--- src/rtl/led_blink_gen_if.sv ---
// Blink waveform bundle from the timebase generator to the LED mode decoder.
// Ports: master drives all eight waveform/strobe signals, slave receives them.
// All signals are registered at the source and change only on SYSCLK edges.
interface led_blink_gen_if;
  logic CLK_1HZ;
  logic CLK_2HZ;
  logic CLK_4HZ;
  logic CLK_4HZ_500MS;
  logic CLK_4HZ_3500MS;
  logic CLK_07S;
  logic TICK_25MS;
  logic FRAME_START;

  modport master (
    output CLK_1HZ, CLK_2HZ, CLK_4HZ, CLK_4HZ_500MS, CLK_4HZ_3500MS,
    output CLK_07S, TICK_25MS, FRAME_START
  );

  modport slave (
    input CLK_1HZ, CLK_2HZ, CLK_4HZ, CLK_4HZ_500MS, CLK_4HZ_3500MS,
    input CLK_07S, TICK_25MS, FRAME_START
  );
endinterface

--- src/rtl/led_blink_gen.sv ---
// Purpose: free-running blink timebase; 25 ms tick, 4 s frame, six phase-locked
//   blink waveforms. Latency: outputs update on the same edge as the tick.
//   Backpressure: none, free-running source.
// Ports: SYSCLK clock; RESET sync active-high reset; RESTART sync realign
//   (same effect as RESET); o_led (master modport) carries all waveforms.
// Config macro: LED_BLINK_FAST_SIM_EN forces the prescaler to 4 clocks per
//   tick for simulation; otherwise PRESCALE = CLK_FREQ_HZ/40 (must be >= 2).
module led_blink_gen #(
  parameter int CLK_FREQ_HZ = 33_000_000
) (
  input  logic                   SYSCLK,
  input  logic                   RESET,
  input  logic                   RESTART,
  led_blink_gen_if.master        o_led
);

`ifdef LED_BLINK_FAST_SIM_EN
  localparam int PRESCALE = 4;
`else
  localparam int PRESCALE = CLK_FREQ_HZ / 40;
`endif
  localparam int PW = (PRESCALE > 2) ? $clog2(PRESCALE) : 1;

  // Prescaler, frame counter split into /5 and /32 stages, and 0.7 s counter.
  // Frame value f = 5*r_f5 + r_sub5, so f/5 = r_f5, f/10 = r_f5>>1, f/20 = r_f5>>2.
  logic [PW-1:0] r_pre_cnt;
  logic [2:0]    r_sub5;
  logic [4:0]    r_f5;
  logic [4:0]    r_c07;
  logic          r_clk07;

  logic r_clk_1hz;
  logic r_clk_2hz;
  logic r_clk_4hz;
  logic r_clk_4hz_500ms;
  logic r_clk_4hz_3500ms;
  logic r_tick;
  logic r_frame_start;

  logic       w_clr;
  logic       w_tick;
  logic [2:0] w_sub5_nxt;
  logic [4:0] w_f5_nxt;
  logic [4:0] w_c07_nxt;
  logic       w_c07_wrap;
  logic       w_frame_wrap;

  assign w_clr  = RESET | RESTART;
  assign w_tick = (r_pre_cnt == PW'(PRESCALE - 1));

  always_comb begin
    w_sub5_nxt   = r_sub5;
    w_f5_nxt     = r_f5;
    w_c07_nxt    = r_c07;
    w_c07_wrap   = 1'b0;
    w_frame_wrap = 1'b0;
    if (w_tick) begin
      if (r_sub5 == 3'd4) begin
        w_sub5_nxt = 3'd0;
        // 32 groups of 5 ticks = 160 ticks; the 5-bit stage wraps naturally.
        w_f5_nxt   = r_f5 + 5'd1;
        w_frame_wrap = (r_f5 == 5'd31);
      end else begin
        w_sub5_nxt = r_sub5 + 3'd1;
      end
      if (r_c07 == 5'd27) begin
        w_c07_nxt  = 5'd0;
        w_c07_wrap = 1'b1;
      end else begin
        w_c07_nxt  = r_c07 + 5'd1;
      end
    end
  end

  always_ff @(posedge SYSCLK) begin
    if (w_clr) begin
      r_pre_cnt        <= '0;
      r_sub5           <= 3'd0;
      r_f5             <= 5'd0;
      r_c07            <= 5'd0;
      r_clk07          <= 1'b0;
      r_clk_1hz        <= 1'b0;
      r_clk_2hz        <= 1'b0;
      r_clk_4hz        <= 1'b0;
      r_clk_4hz_500ms  <= 1'b0;
      r_clk_4hz_3500ms <= 1'b0;
      r_tick           <= 1'b0;
      r_frame_start    <= 1'b0;
    end else begin
      r_pre_cnt <= w_tick ? '0 : r_pre_cnt + 1'b1;
      r_sub5    <= w_sub5_nxt;
      r_f5      <= w_f5_nxt;
      r_c07     <= w_c07_nxt;
      r_clk07   <= r_clk07 ^ w_c07_wrap;
      // Waveforms decode the next frame value so they move on the tick edge.
      r_clk_4hz        <= w_f5_nxt[0];
      r_clk_2hz        <= w_f5_nxt[1];
      r_clk_1hz        <= w_f5_nxt[2];
      r_clk_4hz_500ms  <= w_f5_nxt[0] & (w_f5_nxt < 5'd4);   // f < 20
      r_clk_4hz_3500ms <= w_f5_nxt[0] & (w_f5_nxt < 5'd28);  // f < 140
      r_tick           <= w_tick;
      r_frame_start    <= w_frame_wrap;
    end
  end

  assign o_led.CLK_1HZ        = r_clk_1hz;
  assign o_led.CLK_2HZ        = r_clk_2hz;
  assign o_led.CLK_4HZ        = r_clk_4hz;
  assign o_led.CLK_4HZ_500MS  = r_clk_4hz_500ms;
  assign o_led.CLK_4HZ_3500MS = r_clk_4hz_3500ms;
  assign o_led.CLK_07S        = r_clk07;
  assign o_led.TICK_25MS      = r_tick;
  assign o_led.FRAME_START    = r_frame_start;

endmodule
--- src/flat_wrapper.sv ---
// flat-port wrapper written by rule: the top's interface ports become plain ports
module led_blink_gen_flat 
#(
  parameter int CLK_FREQ_HZ = 33_000_000
)
  (SYSCLK, RESET, RESTART, o_led_CLK_1HZ, o_led_CLK_2HZ, o_led_CLK_4HZ, o_led_CLK_4HZ_500MS, o_led_CLK_4HZ_3500MS, o_led_CLK_07S, o_led_TICK_25MS, o_led_FRAME_START);
  led_blink_gen_if o_led_i ();
  input  logic SYSCLK;
  input  logic RESET;
  input  logic RESTART;
  output wire logic [$bits(o_led_i.CLK_1HZ)-1:0] o_led_CLK_1HZ;
  output wire logic [$bits(o_led_i.CLK_2HZ)-1:0] o_led_CLK_2HZ;
  output wire logic [$bits(o_led_i.CLK_4HZ)-1:0] o_led_CLK_4HZ;
  output wire logic [$bits(o_led_i.CLK_4HZ_500MS)-1:0] o_led_CLK_4HZ_500MS;
  output wire logic [$bits(o_led_i.CLK_4HZ_3500MS)-1:0] o_led_CLK_4HZ_3500MS;
  output wire logic [$bits(o_led_i.CLK_07S)-1:0] o_led_CLK_07S;
  output wire logic [$bits(o_led_i.TICK_25MS)-1:0] o_led_TICK_25MS;
  output wire logic [$bits(o_led_i.FRAME_START)-1:0] o_led_FRAME_START;
  assign o_led_CLK_1HZ = o_led_i.CLK_1HZ;
  assign o_led_CLK_2HZ = o_led_i.CLK_2HZ;
  assign o_led_CLK_4HZ = o_led_i.CLK_4HZ;
  assign o_led_CLK_4HZ_500MS = o_led_i.CLK_4HZ_500MS;
  assign o_led_CLK_4HZ_3500MS = o_led_i.CLK_4HZ_3500MS;
  assign o_led_CLK_07S = o_led_i.CLK_07S;
  assign o_led_TICK_25MS = o_led_i.TICK_25MS;
  assign o_led_FRAME_START = o_led_i.FRAME_START;
  led_blink_gen #(.CLK_FREQ_HZ(CLK_FREQ_HZ)) u_core (.SYSCLK(SYSCLK), .RESET(RESET), .RESTART(RESTART), .o_led(o_led_i));
endmodule
--- config.mk ---
export PLATFORM = sky130hd
export DESIGN_NAME = led_blink_gen_flat
export DESIGN_NICKNAME = d
export VERILOG_FILES = /design/src/rtl/led_blink_gen_if.sv /design/src/rtl/led_blink_gen.sv /design/src/flat_wrapper.sv
export SDC_FILE = /design/constraint.sdc
export NUM_CORES = 1
export LEC_CHECK = 0
export BUFFER_PORTS_ARGS = -buffer_cell sky130_fd_sc_hd__buf_2
export CAP_MARGIN = 20
export CORE_MARGIN = 2
export CORE_UTILIZATION = 59
export CTS_CLUSTER_SIZE = 12
export DETAILED_ROUTE_END_ITERATION = 10
export PLACE_DENSITY = 0.87
export SLEW_MARGIN = 20
export SYNTH_ARGS = -nofsm -noshare
export SYNTH_HDL_FRONTEND = slang
export SYNTH_SLANG_ARGS = --single-unit
export TNS_END_PERCENT = 20
--- constraint.sdc ---
create_clock -name SYSCLK -period 3.2 [get_ports SYSCLK]
set_input_delay 0.96 -clock SYSCLK [delete_from_list [all_inputs] [get_ports SYSCLK]]
set_output_delay 0.96 -clock SYSCLK [all_outputs]
set_load 0.02 [all_outputs]
==> results.md <==
* Area of the mapped netlist at 0.00175 sq mm
* GRT Total Usage at between 20% and 30%
* Req. time, crit path at ~3.4 ns
* Global-route wire length before repair at 5.62 mm
* DRT iter0 DRCs at 48
* Total negative slack at 0 ns
* H-Tree Depth at 2
* Vias at 1367
* FF-to-FF path depth at 5
* Initial Util at 62.8%
* R2r endpoint: u_core.r_pre_cnt[6]
* R2R setup slack at 0.79 ns
* Clock tree sinks at 38
* Die Area at 0.00341 sq mm
* Fin crit share at 75.4%
* Synthesized instance count at 199
* Die width at 58.4 microns
* Worst slew margin at between 40% and 50%
* DP Worst Slack at ~0.78 ns
* Status: completed
* Number of I/O pins at 11
* Nets@finish at between 200 and 250
* Post-synthesis sequential area ratio at between 40% and 50%
* Final slew viol count at 0
* Worst vdd ir at 0.000393 V
* Hold_sp: u_core.r_pre_cnt[0]
* PwrDens at 394 mW/mm^2
* Antenna violations before repair at 0
* Wire per inst at between 10 and 15 microns
* Pin count of the biggest net entering global routing at 20
* Layout fillers at 221
* Syn Nets at 208
* Reg area at 761 sq um
* Port Buf Inserts at 10
* Total grt overflow at 0
* Total power at 740 uW
* Post-CTS sizing at 0
* Leak at between 0.0007 and 0.0008 uW
* FMAX at just over 400 MHz
* CP arrival at between 2 and 3 ns
* Crit Reg-Reg Startpoint: u_core.r_pre_cnt[4]
* Syn avg cell area at just under 9 sq um
* Postcts setup bufs at 0
* Max Cap Viol at 0
* Height of the die at 58.4 microns
* Worst hold path endpoint: u_core.r_pre_cnt[0]
* DPL Wire Length at 2.30 mm
* Final ANT Viol Nets at 0
* Synth unique cells at 35
* Hold Buf Count CTS at 0
* CTS tree: built
* Ant diodes at 0
* WHS Path Cells at 1
* Transition time of the tightest slew-check pin at 0.746 ns
* Tmin final at between 2 and 2.5 ns
* Post-route setup slack at roughly 0.8 ns
* Cts bufs inserted at 5
* CP Class: reg -> reg
* Cell row count at 19
* Layout cells sized above 1 at 10.8%
* Core Area at 0.00278 sq mm
* Final setup fails at 0
* Pre-antenna DRT Iters at 4
* DRC at 0
* Clock buffer depth at 2
* Final hold vios at 0
* Synth-to-Final Area Change at 7.67%
* Routability cong. at 0.770
* Critical Path End Type: register
* Synth warn at 0
* Vias in the first global route at 1293
* Startpoint Class: register
* Hold WC Path Type: reg -> reg
* Post-Route WL at 3.11 mm
* Clock transition at path regs at about 0.10 ns
* RSZ-0062 raised after global routing: false
* CTS root buf: clkbuf_4
* Worst skew pair latency at 0.34 ns
* Multi-input combinational cell area at 955 sq um
* Crit-path max FO at 19
* Via/cell ratio at 5.60
* Number of synthesized register bits at 38
* Final clock skew at 0.00543 ns
worst max-delay path by stage:
stage,from,end,slack [ns],cells after the start
floorplan,u_core.r_pre_cnt[4],u_core.o_led.CLK_4HZ_3500MS,0.97,6
global placement,u_core.r_pre_cnt[4],u_core.o_led.CLK_4HZ_3500MS,0.85,6
detailed placement,u_core.r_pre_cnt[4],u_core.r_pre_cnt[6],0.78,5
CTS,u_core.r_pre_cnt[4],u_core.r_pre_cnt[6],0.76,5
global route,u_core.r_pre_cnt[0],u_core.r_pre_cnt[6],0.50,6
finish,u_core.r_pre_cnt[4],u_core.r_pre_cnt[6],0.79,5
through the flow:
step / util [%] / cell area, sq um / hold WS [ns] / std cells
floorplan: - / 1750 / 0.418 / 199
global placement: 65.4 / 1820 / 0.435 / 236
detailed placement: 65.4 / 1820 / 0.439 / 236
CTS: 67.6 / 1880 / 0.460 / 244
global route: 67.6 / 1880 / 0.482 / 244
finish: 67.6 / 1880 / 0.456 / 244
kinds of logic (layout without fill, tap and decap cells):
| group | after synthesis | count (layout) | share of synthesized area [%] |
|---|---|---|---|
| AO/OA/AOI/OAI | 18 | 18 | 6.52 |
| AND/OR/NAND/NOR | 104 | 104 | 31.0 |
| adder cells (fa/ha/maj) | 6 | 6 | 4.30 |
| buffers and inverters | 8 | 22 | 1.72 |
| XOR/XNOR | 21 | 21 | 10.5 |
| multiplexers | 4 | 4 | 2.29 |
| flip-flops | 38 | 38 | 43.6 |
synthesized netlist by cell type (all sizes together):
library cell	n	area, sq um
clkbuf	4	15.0
xor2	12	105
or4	4	33.8
nand3	11	55.1
mux2i	4	40.0
or4bb	1	11.3
nor2	36	135
or2	1	6.26
inv	4	15.0
a41o	1	10.0
o21ai	3	15.0
a21boi	1	7.51
a311oi	1	8.76
nor2b	3	18.8
o31ai	1	7.51
or3	1	6.26
nand4b	2	17.5
a211oi	1	12.5
and2	2	12.5
nand4	4	25.0
dfxtp	38	761
a21oi	9	45.0
and3	5	31.3
ha	6	75.1
nor4	4	40.0
xnor2	9	78.8
nand2	21	78.8
a22oi	1	7.51
nor3	4	25.0
nand3b	2	15.0
or4b	3	30.0
cell usage in the layout, fill, tap and decap left out, types with 2 or more instances in the layout:
cell / instances
inv_1: 4
buf_2: 10
or4_1: 3
or4b_1: 2
mux2i_1: 4
nand3b_1: 2
nand4_1: 4
clkbuf_4: 5
nand2_1: 21
ha_1: 6
nand3_1: 11
nor2_1: 36
xor2_1: 12
xnor2_1: 9
and3_1: 5
dfxtp_1: 38
a21oi_1: 9
nand4b_1: 2
nor4_1: 3
o21ai_0: 3
and2_1: 2
nor3_1: 3
nor2b_1: 3
state kept, by name, summed over array words and instances (netlist names):
name                         flops
u_core.o_led.CLK_07S             1
u_core.r_f5                      5
u_core.o_led.CLK_4HZ_3500MS      1
u_core.o_led.CLK_4HZ_500MS       1
u_core.o_led.FRAME_START         1
u_core.r_c07                     5
u_core.r_pre_cnt                20
u_core.r_sub5                    3
u_core.o_led.TICK_25MS           1
report_power, final:
group / switching [uW] / total, uW / internal, uW
clock: 149 / 255 / 106
combinational: 7.87 / 10.3 / 2.47
sequential: 0.818 / 475 / 474
total: 157 / 740 / 583
cell type report:
type | instances | share of cell area [%]
multi-input cells | 153 | 50.8
clock buffers | 7 | 2.93
inverters | 4 | 0.799
flip-flops and latches | 38 | 40.5
well taps | 31 | 2.06
repair buffers | 10 | 2.66
clock inverters | 1 | 0.266
layer usage:
metal	part of all wire, %	track usage [%]
met3	3.3	7.03
met4	1.7	9.30
met2	47	34.7
met1	48	26.9
met5	0	0
worst max-delay path: stages, from the launching register on:
cell     delay [ns]
dfxtp_1        0.35
or4b_1         0.55
nor4_1         0.38
nand2_1        0.31
nand2_1        0.56
nor2_1         0.12
(Power assumes the default switching activity.)
